==> config.mk <==
export PLATFORM = sky130hd
export DESIGN_NAME = input_conditioner
export DESIGN_NICKNAME = d
export VERILOG_FILES = /design/src/rtl/input_conditioner_pkg.sv /design/src/rtl/input_conditioner_debounce_cell.sv /design/src/rtl/input_conditioner.sv
export SDC_FILE = /design/constraint.sdc
export NUM_CORES = 1
export LEC_CHECK = 0
export ABC_AREA = 0
export CORE_UTILIZATION = 40
export CTS_BUF_LIST = sky130_fd_sc_hd__clkbuf_8
export DETAILED_ROUTE_END_ITERATION = 8
export GPL_TIMING_DRIVEN = 0
export PLACE_DENSITY_LB_ADDON = 0.2
export SLEW_MARGIN = 20
export SYNTH_ARGS = -nofsm -noshare
export SYNTH_HDL_FRONTEND = slang
export SYNTH_HIERARCHICAL = 1
export SYNTH_SLANG_ARGS = --single-unit
==> constraint.sdc <==
create_clock -name clock -period 1.74 [get_ports clock]
set_input_delay 0.261 -clock clock [delete_from_list [all_inputs] [get_ports clock]]
set_output_delay 0.261 -clock clock [all_outputs]
set_load 0.02 [all_outputs]
==> src/rtl/input_conditioner_pkg.sv <==
`default_nettype none
// ============================================================================
// input_conditioner_pkg -- shared debounce timing and pin-polarity constants
// Revision: 1.0
// ============================================================================
package input_conditioner_pkg;

  localparam int DEFAULT_DEBOUNCE_CYCLES = 500000;
  localparam int SIM_DEBOUNCE_CYCLES     = 4;

  // KEY pins pull low when pressed
  localparam logic KEY_PRESSED = 1'b0;

`ifdef SIMULATION
  localparam int BUILD_DEBOUNCE_CYCLES = SIM_DEBOUNCE_CYCLES;
`else
  localparam int BUILD_DEBOUNCE_CYCLES = DEFAULT_DEBOUNCE_CYCLES;
`endif

endpackage
`default_nettype wire

==> src/rtl/input_conditioner_debounce_cell.sv <==
`default_nettype none
// ============================================================================
// debounce_cell -- 2-FF synchronizer plus stable-count debouncer for one bit
// Revision: 1.0
// ============================================================================
module debounce_cell #(
  parameter int   DEBOUNCE_CYCLES = 4,
  parameter logic RESET_VALUE     = 1'b0
) (
  input  logic clock,
  input  logic reset_n,
  input  logic in_raw,
  output logic level,
  output logic rise,
  output logic fall
);

  localparam int                 CNT_W    = $clog2(DEBOUNCE_CYCLES + 1);
  localparam logic [CNT_W-1:0]   CNT_LAST = CNT_W'(DEBOUNCE_CYCLES - 1);
  localparam logic [CNT_W-1:0]   CNT_ONE  = CNT_W'(1);

  logic             sync1;
  logic             sync2;
  logic             stable;
  logic [CNT_W-1:0] cnt;

  // Any cycle of agreement restarts the count, so only an unbroken run is accepted
  always_ff @(posedge clock or negedge reset_n) begin
    if (!reset_n) begin
      sync1  <= RESET_VALUE;
      sync2  <= RESET_VALUE;
      stable <= RESET_VALUE;
      cnt    <= '0;
      rise   <= 1'b0;
      fall   <= 1'b0;
    end else begin
      sync1 <= in_raw;
      sync2 <= sync1;
      rise  <= 1'b0;
      fall  <= 1'b0;
      if (sync2 == stable) begin
        cnt <= '0;
      end else if (cnt == CNT_LAST) begin
        stable <= sync2;
        cnt    <= '0;
        rise   <= sync2;
        fall   <= ~sync2;
      end else begin
        cnt <= cnt + CNT_ONE;
      end
    end
  end

  assign level = stable;

endmodule
`default_nettype wire

==> src/rtl/input_conditioner.sv <==
`default_nettype none
// ============================================================================
// input_conditioner -- synchronizes and debounces KEY/SW pins into clean levels
// Revision: 1.0
// ============================================================================
module input_conditioner
  import input_conditioner_pkg::*;
#(
  parameter int NUM_KEYS        = 4,
  parameter int NUM_SWITCHES    = 10,
  parameter int DEBOUNCE_CYCLES = BUILD_DEBOUNCE_CYCLES
) (
  input  logic                    clock,
  input  logic                    reset_n,
  input  logic [NUM_KEYS-1:0]     key_raw,
  input  logic [NUM_SWITCHES-1:0] switch_raw,
  output logic [NUM_KEYS-1:0]     key_level,
  output logic [NUM_KEYS-1:0]     key_press,
  output logic [NUM_KEYS-1:0]     key_release,
  output logic [NUM_SWITCHES-1:0] switch_level,
  output logic                    switch_change
);

  logic [NUM_KEYS-1:0]     key_stable;
  logic [NUM_KEYS-1:0]     key_rise;
  logic [NUM_KEYS-1:0]     key_fall;
  logic [NUM_SWITCHES-1:0] switch_rise;
  logic [NUM_SWITCHES-1:0] switch_fall;

  // Key cells idle at the released pin level so nothing strobes out of reset
  for (genvar i = 0; i < NUM_KEYS; i++) begin : g_key
    debounce_cell #(
      .DEBOUNCE_CYCLES (DEBOUNCE_CYCLES),
      .RESET_VALUE     (~KEY_PRESSED)
    ) u_cell (
      .clock   (clock),
      .reset_n (reset_n),
      .in_raw  (key_raw[i]),
      .level   (key_stable[i]),
      .rise    (key_rise[i]),
      .fall    (key_fall[i])
    );
  end

  for (genvar i = 0; i < NUM_SWITCHES; i++) begin : g_switch
    debounce_cell #(
      .DEBOUNCE_CYCLES (DEBOUNCE_CYCLES),
      .RESET_VALUE     (1'b0)
    ) u_cell (
      .clock   (clock),
      .reset_n (reset_n),
      .in_raw  (switch_raw[i]),
      .level   (switch_level[i]),
      .rise    (switch_rise[i]),
      .fall    (switch_fall[i])
    );
  end

  assign key_level     = KEY_PRESSED ? key_stable : ~key_stable;
  assign key_press     = KEY_PRESSED ? key_rise   : key_fall;
  assign key_release   = KEY_PRESSED ? key_fall   : key_rise;
  assign switch_change = |(switch_rise | switch_fall);

endmodule
`default_nettype wire

Word level (Yosys, flattened, before mapping):

Index checks and enable logic that the tools add are counted.

* register bits: 336
* latch bits: 0
* RAM bits: 0
* memory bits (read-only): 0
* input bits: 16
* output and inout port bits: 23
* logic and storage cells: 255
* memories: 0

* $add $sub $neg: 14
* $mul: 0
* divide/modulo/power cells: 0
* order comparisons: 0
* equal/unequal tests: 28
* shift operators: 0
* multiplexer cells: 84
* bitwise operators: 30
* reduce and logical (&&, ||, !) cells: 15

Operators by type and width (number)
* $mux 19: 28
* $add 19x1->19 const B: 14
* $eq 19x19->1 const B: 14
* $mux 1: 56
* $not 1->1: 28
* $reduce_and 2->1: 14
* $eq 1x1->1: 14
* $or 10x10->10: 1
* $reduce_or 10->1: 1
* $not 4->4: 1

Logic depth before layout (Yosys ltp):

* depth after elaboration: 3
* depth in mapped cells: 6
* mapped depth without buffers: 5

Cells and area by module:

The synthesis kept the hierarchy.

By module, submodules not included
* debounce_cell at g_switch[0].u_cell ...: instances 9, cells each 112, area each 1151.1 µm², seq. area each 600.6 µm²
* debounce_cell at g_key[0].u_cell ...: instances 4, cells each 112, area each 1154.9 µm², seq. area each 604.3 µm²
* debounce_cell at g_switch[2].u_cell: instances 1, cells each 107, area each 1161.1 µm², seq. area each 600.6 µm²
* input_conditioner: instances 1, cells each 11, area each 57.6 µm², seq. area each 0.0 µm²

Worst setup path after synthesis:

OpenSTA, ideal clock, no wires.

* path kind: register to register
* start: reg g_key[0].u_cell.cnt[12]
* end: reg g_key[0].u_cell.cnt[10]
* library setup time: 121 ps
* data arrival time: 1586 ps
* slack: 32 ps
* stages on the path, launching flop included: 6
* clock period less this slack: 1708 ps
* cell sequence: dfrtp_1 > nor4b_1 > nand2_1 > o31ai_4 > buf_2 > nor2_1

* word-level cells in the longest chain between the ends: 3

Ends and longest elaborated chain
* from (decl): line input_conditioner_debounce_cell.sv:25 `logic [CNT_W-1:0] cnt;`
* from (signal assigned): line input_conditioner_debounce_cell.sv:49 `cnt <= cnt + CNT_ONE;`
* $eq 19x19->1: line input_conditioner_debounce_cell.sv:43 `end else if (cnt == CNT_LAST) begin`
* $mux 19: line input_conditioner_debounce_cell.sv:43
* $mux 19: line input_conditioner_debounce_cell.sv:41 `if (sync2 == stable) begin`

No other way between the ends.
A chain may end at the register's enable or synchronous reset.

Worst setup path in the final report:

* start: reg g_switch[6].u_cell.rise
* end: out switch_change

* word-level cells in the longest chain between the ends: 2

Ends and longest elaborated chain
* from (decl): line input_conditioner_debounce_cell.sv:14 `output logic rise,`
* from (signal assigned): line input_conditioner_debounce_cell.sv:46 `rise <= sync2;`
* $or 10x10->10: line input_conditioner.sv:62 `assign switch_change = |(switch_rise | switch_fall);`
* $reduce_or 10->1: line input_conditioner.sv:62
* to (decl): line input_conditioner.sv:21 `output logic switch_change`

No other way between the ends.

==> flow_summary.toml <==
[run_status]
status = "finished with violations"
violations = "setup timing"

[hold_path]
min_path_type = "in -> reg"
hp-start = "switch_raw[1]"

[synth]
synth_area_leaders = "dfrtp_1 (50%), xnor2_1 (9.0%), nor2_1 (5.9%)"
syn_area_um2 = 16200
yosysTopAreaCell = "dfrtp_1"
synth_edf_count = 0
synth.most_common_cell = "dfrtp_1"
yosys_most_used_dff = "dfrtp_1"
synthArstFlopShare_pct = 100.0
synth-seq-cells = 336
synth_area_per_cell_um2 = 10.29
synthTopCellsByCount = "dfrtp_1 (324), nor2_1 (255), xnor2_1 (167)"
yosysTopAreaCellShare_pct = 50.05
yosysSeqAreaShare_pct = 52.00
synth_warnings = 6
syn_nets = 1604
syn_inst = 1574
ys_types = 38

[timing]
fin_crit_ns = 2.078
timing.final.crit_share_pct = 119.5
drv_slew = 0
hold_viol = 0
setup_violations = 2
fmax_ghz = 0.4811
grt_setup_unrepaired = "true"
skew_ns = 0.02676
worstMarginPinSlew_ns = 0.4694
relSlewSlack_pct = 68.71
fin_ws_ns = -0.3385

[place]
place_congestion = 0.8273
dpl-instance-area_um2 = 17350
io_buffers = 38
dp_hpwl_um = 21000
pre_cts_slack_ns = -0.3324

[setup_path]
crit_type = "reg -> out"
r2r_start = "g_switch[7].u_cell/cnt[0]"
crit_path_start_kind = "register"
crit_chain = "nor4_4 -> and3_4 -> nand3_2 -> buf_6"
critPathRequiredTime_ns = 1.48
setup.worst_path.start = "g_switch[6].u_cell/rise"
critPathMaxFanout = 1
critical_path_arrival_ns = 1.82
end_kind = "output pin"
cpMaxStageDelayCell = "dfrtp_1"
cpPeakStageDelay_ns = 0.39

[final_layout]
drive_gt1_share_pct = 28.59
multi_input_area_um2 = 8283
fin_util_pct = 52.71
finalNetCount = 1872
final-seq-area_um2 = 8488
final_area_um2 = 20990
diodes = 0
syn_to_final_growth_pct = 29.58
fillers = 3574

[global_routing]
antenna_found_initial = 0
grt_max_degree = 94
grt_pass1_vias = 12279
gr-total-overflow = 0
grt_use_total_pct = 16.82
grt_pass1_wl_um = 58430

[power]
leakagePower_nw = 8.461
p_per_area_nw_per_um2 = 796.2
ir_worst_vdd_mv = 0.5849
finalPower_mw = 16.71

[floorplan]
rows = 73
die_height_um = 203.2
start_util_pct = 40.67
die_w_um = 203.2
die_area_um2 = 41300
core_area_um2 = 39820
io-pin-count = 39

[detailed_routing]
drtIter0Drc = 505
firstDrtPassIters = 5
drc = 0
drt-total-wl_um = 35220
drt-vias-per-instance = 5.175
vias = 12509
ant_nets = 0
wl_per_cell_um = 14.57

[clock_tree]
cts.htree.levels = 2
cts-buffers-inserted = 59
cts_buffer_depth = 3
cts_num_sinks = 336
clock_latency_ns = 0.64
cts_tree = "yes"
clk_pin_slew_worst_paths_ns = 0.06
root_buffer = "clkbuf_8"

[flow_run]
cap_violations = 0
-- logic make-up after synthesis --
family / share of synthesized area [%]
buffers and inverters: 2.155
AO/OA/AOI/OAI: 4.133
multiplexers: 0.9964
adder cells (fa/ha/maj): 1.081
XOR/XNOR: 12.17
flip-flops: 52.00
AND/OR/NAND/NOR: 27.47
-- report_power, final --
group | internal (mW) | total (mW) | switching [mW] | leakage (nW)
logic | 0.361 | 0.787 | 0.426 | 3.24
clock network | 4.51 | 7.84 | 3.32 | 0.734
registers | 7.95 | 8.09 | 0.142 | 4.49
total | 12.8 | 16.7 | 3.89 | 8.46
-- layer usage --
metal	track usage [%]	vias to the layer above	share of wire, %
li1	-	6114	-
met1	22.10	6123	45
met2	27.15	202	48
met3	3.292	70	4.1
met4	7.009	0	2.6
met5	0	-	0
-- layout by cell type (no fill, tap or decap), drive strengths merged, types with 3 or more instances in the layout --
cell type and n:
nor3b 28, o21ai 15, clkinv 11, a31o 13, clkinvlp 3, dlygate4sd2 9, or3 13, clkdlybuf4s15 5
dfstp 12, and2 13, and4 15, nor3 82, nor4b 26, xnor2 167, dfrtp 324, bufinv 3
clkbuf 87, or4 13, inv 59, xor2 58, o31ai 13, ha 14, a21oi 27, nor4 51
nand3 83, dlygate4sd3 6, clkdlybuf4s50 14, buf 205, nand2 97, and3 17, mux2 14, nor2 255
nand4 136
-- path summary, 6_finish.rpt --
check,endpoint,slack [ns],cells past startpoint
worst max register to register,g_switch[7].u_cell/cnt[17],-0.01,5
worst min-delay path,g_switch[1].u_cell/sync1,0.07,1
worst max-delay path,switch_change,-0.34,4
max in group asynchronous,g_key[1].u_cell/level,0.52,4
min in group asynchronous,g_switch[1].u_cell/cnt[17],0.13,2
worst min register to register,g_switch[8].u_cell/sync2,0.35,0
-- cell type report --
type,instances,share of cell area (%)
clock buffers,79,5.180
clock inverters,32,1.103
well taps,525,3.129
inverters,44,0.7868
multi-input cells,1154,39.46
flip-flops and latches,336,40.44
plain buffers,35,1.240
repair buffers,212,8.661
-- state kept, by name, summed over array words and instances, names as in the netlist --
signal / cells
g_switch.u_cell/level: 10
g_key.u_cell/fall: 4
g_switch.u_cell/fall: 10
g_key.u_cell/level: 4
g_key.u_cell/sync2: 4
g_switch.u_cell/cnt: 190
g_switch.u_cell/rise: 10
g_key.u_cell/rise: 4
g_key.u_cell/cnt: 76
g_key.u_cell/sync1: 4
g_switch.u_cell/sync1: 10
g_switch.u_cell/sync2: 10
-- what timing repair did --
item | CTS | global route
pin swaps | 69 | 68
hold endpoints to repair | 136 | 0
setup buffers | 102 | 61
endpoints found under the setup margin | 258 | 257
hold buffers | 6 | 0
gates cloned | 0 | 1
gates resized for setup | 176 | 137
-- metrics by stage --
step	setup TNS [ns]	std cells	hold WS, ns
4_1_cts	-0.5403	2355	0.0007921
6_report	-0.3476	2417	0.06773
5_1_grt	-1.824	2417	0.01769
2_1_floorplan	0	1574	-0.03459
3_5_place_dp	-42.27	2141	0.2232
3_3_place_gp	-4789.08	2137	0.3361
-- worst max-delay path: cells and delay by family (launching register included) --
family / cells / cell delay, ns
AND/OR/NAND/NOR: 3 / 0.65
buffers and inverters: 1 / 0.15
flip-flops: 1 / 0.39
Power figures use the tool's default switching activity.
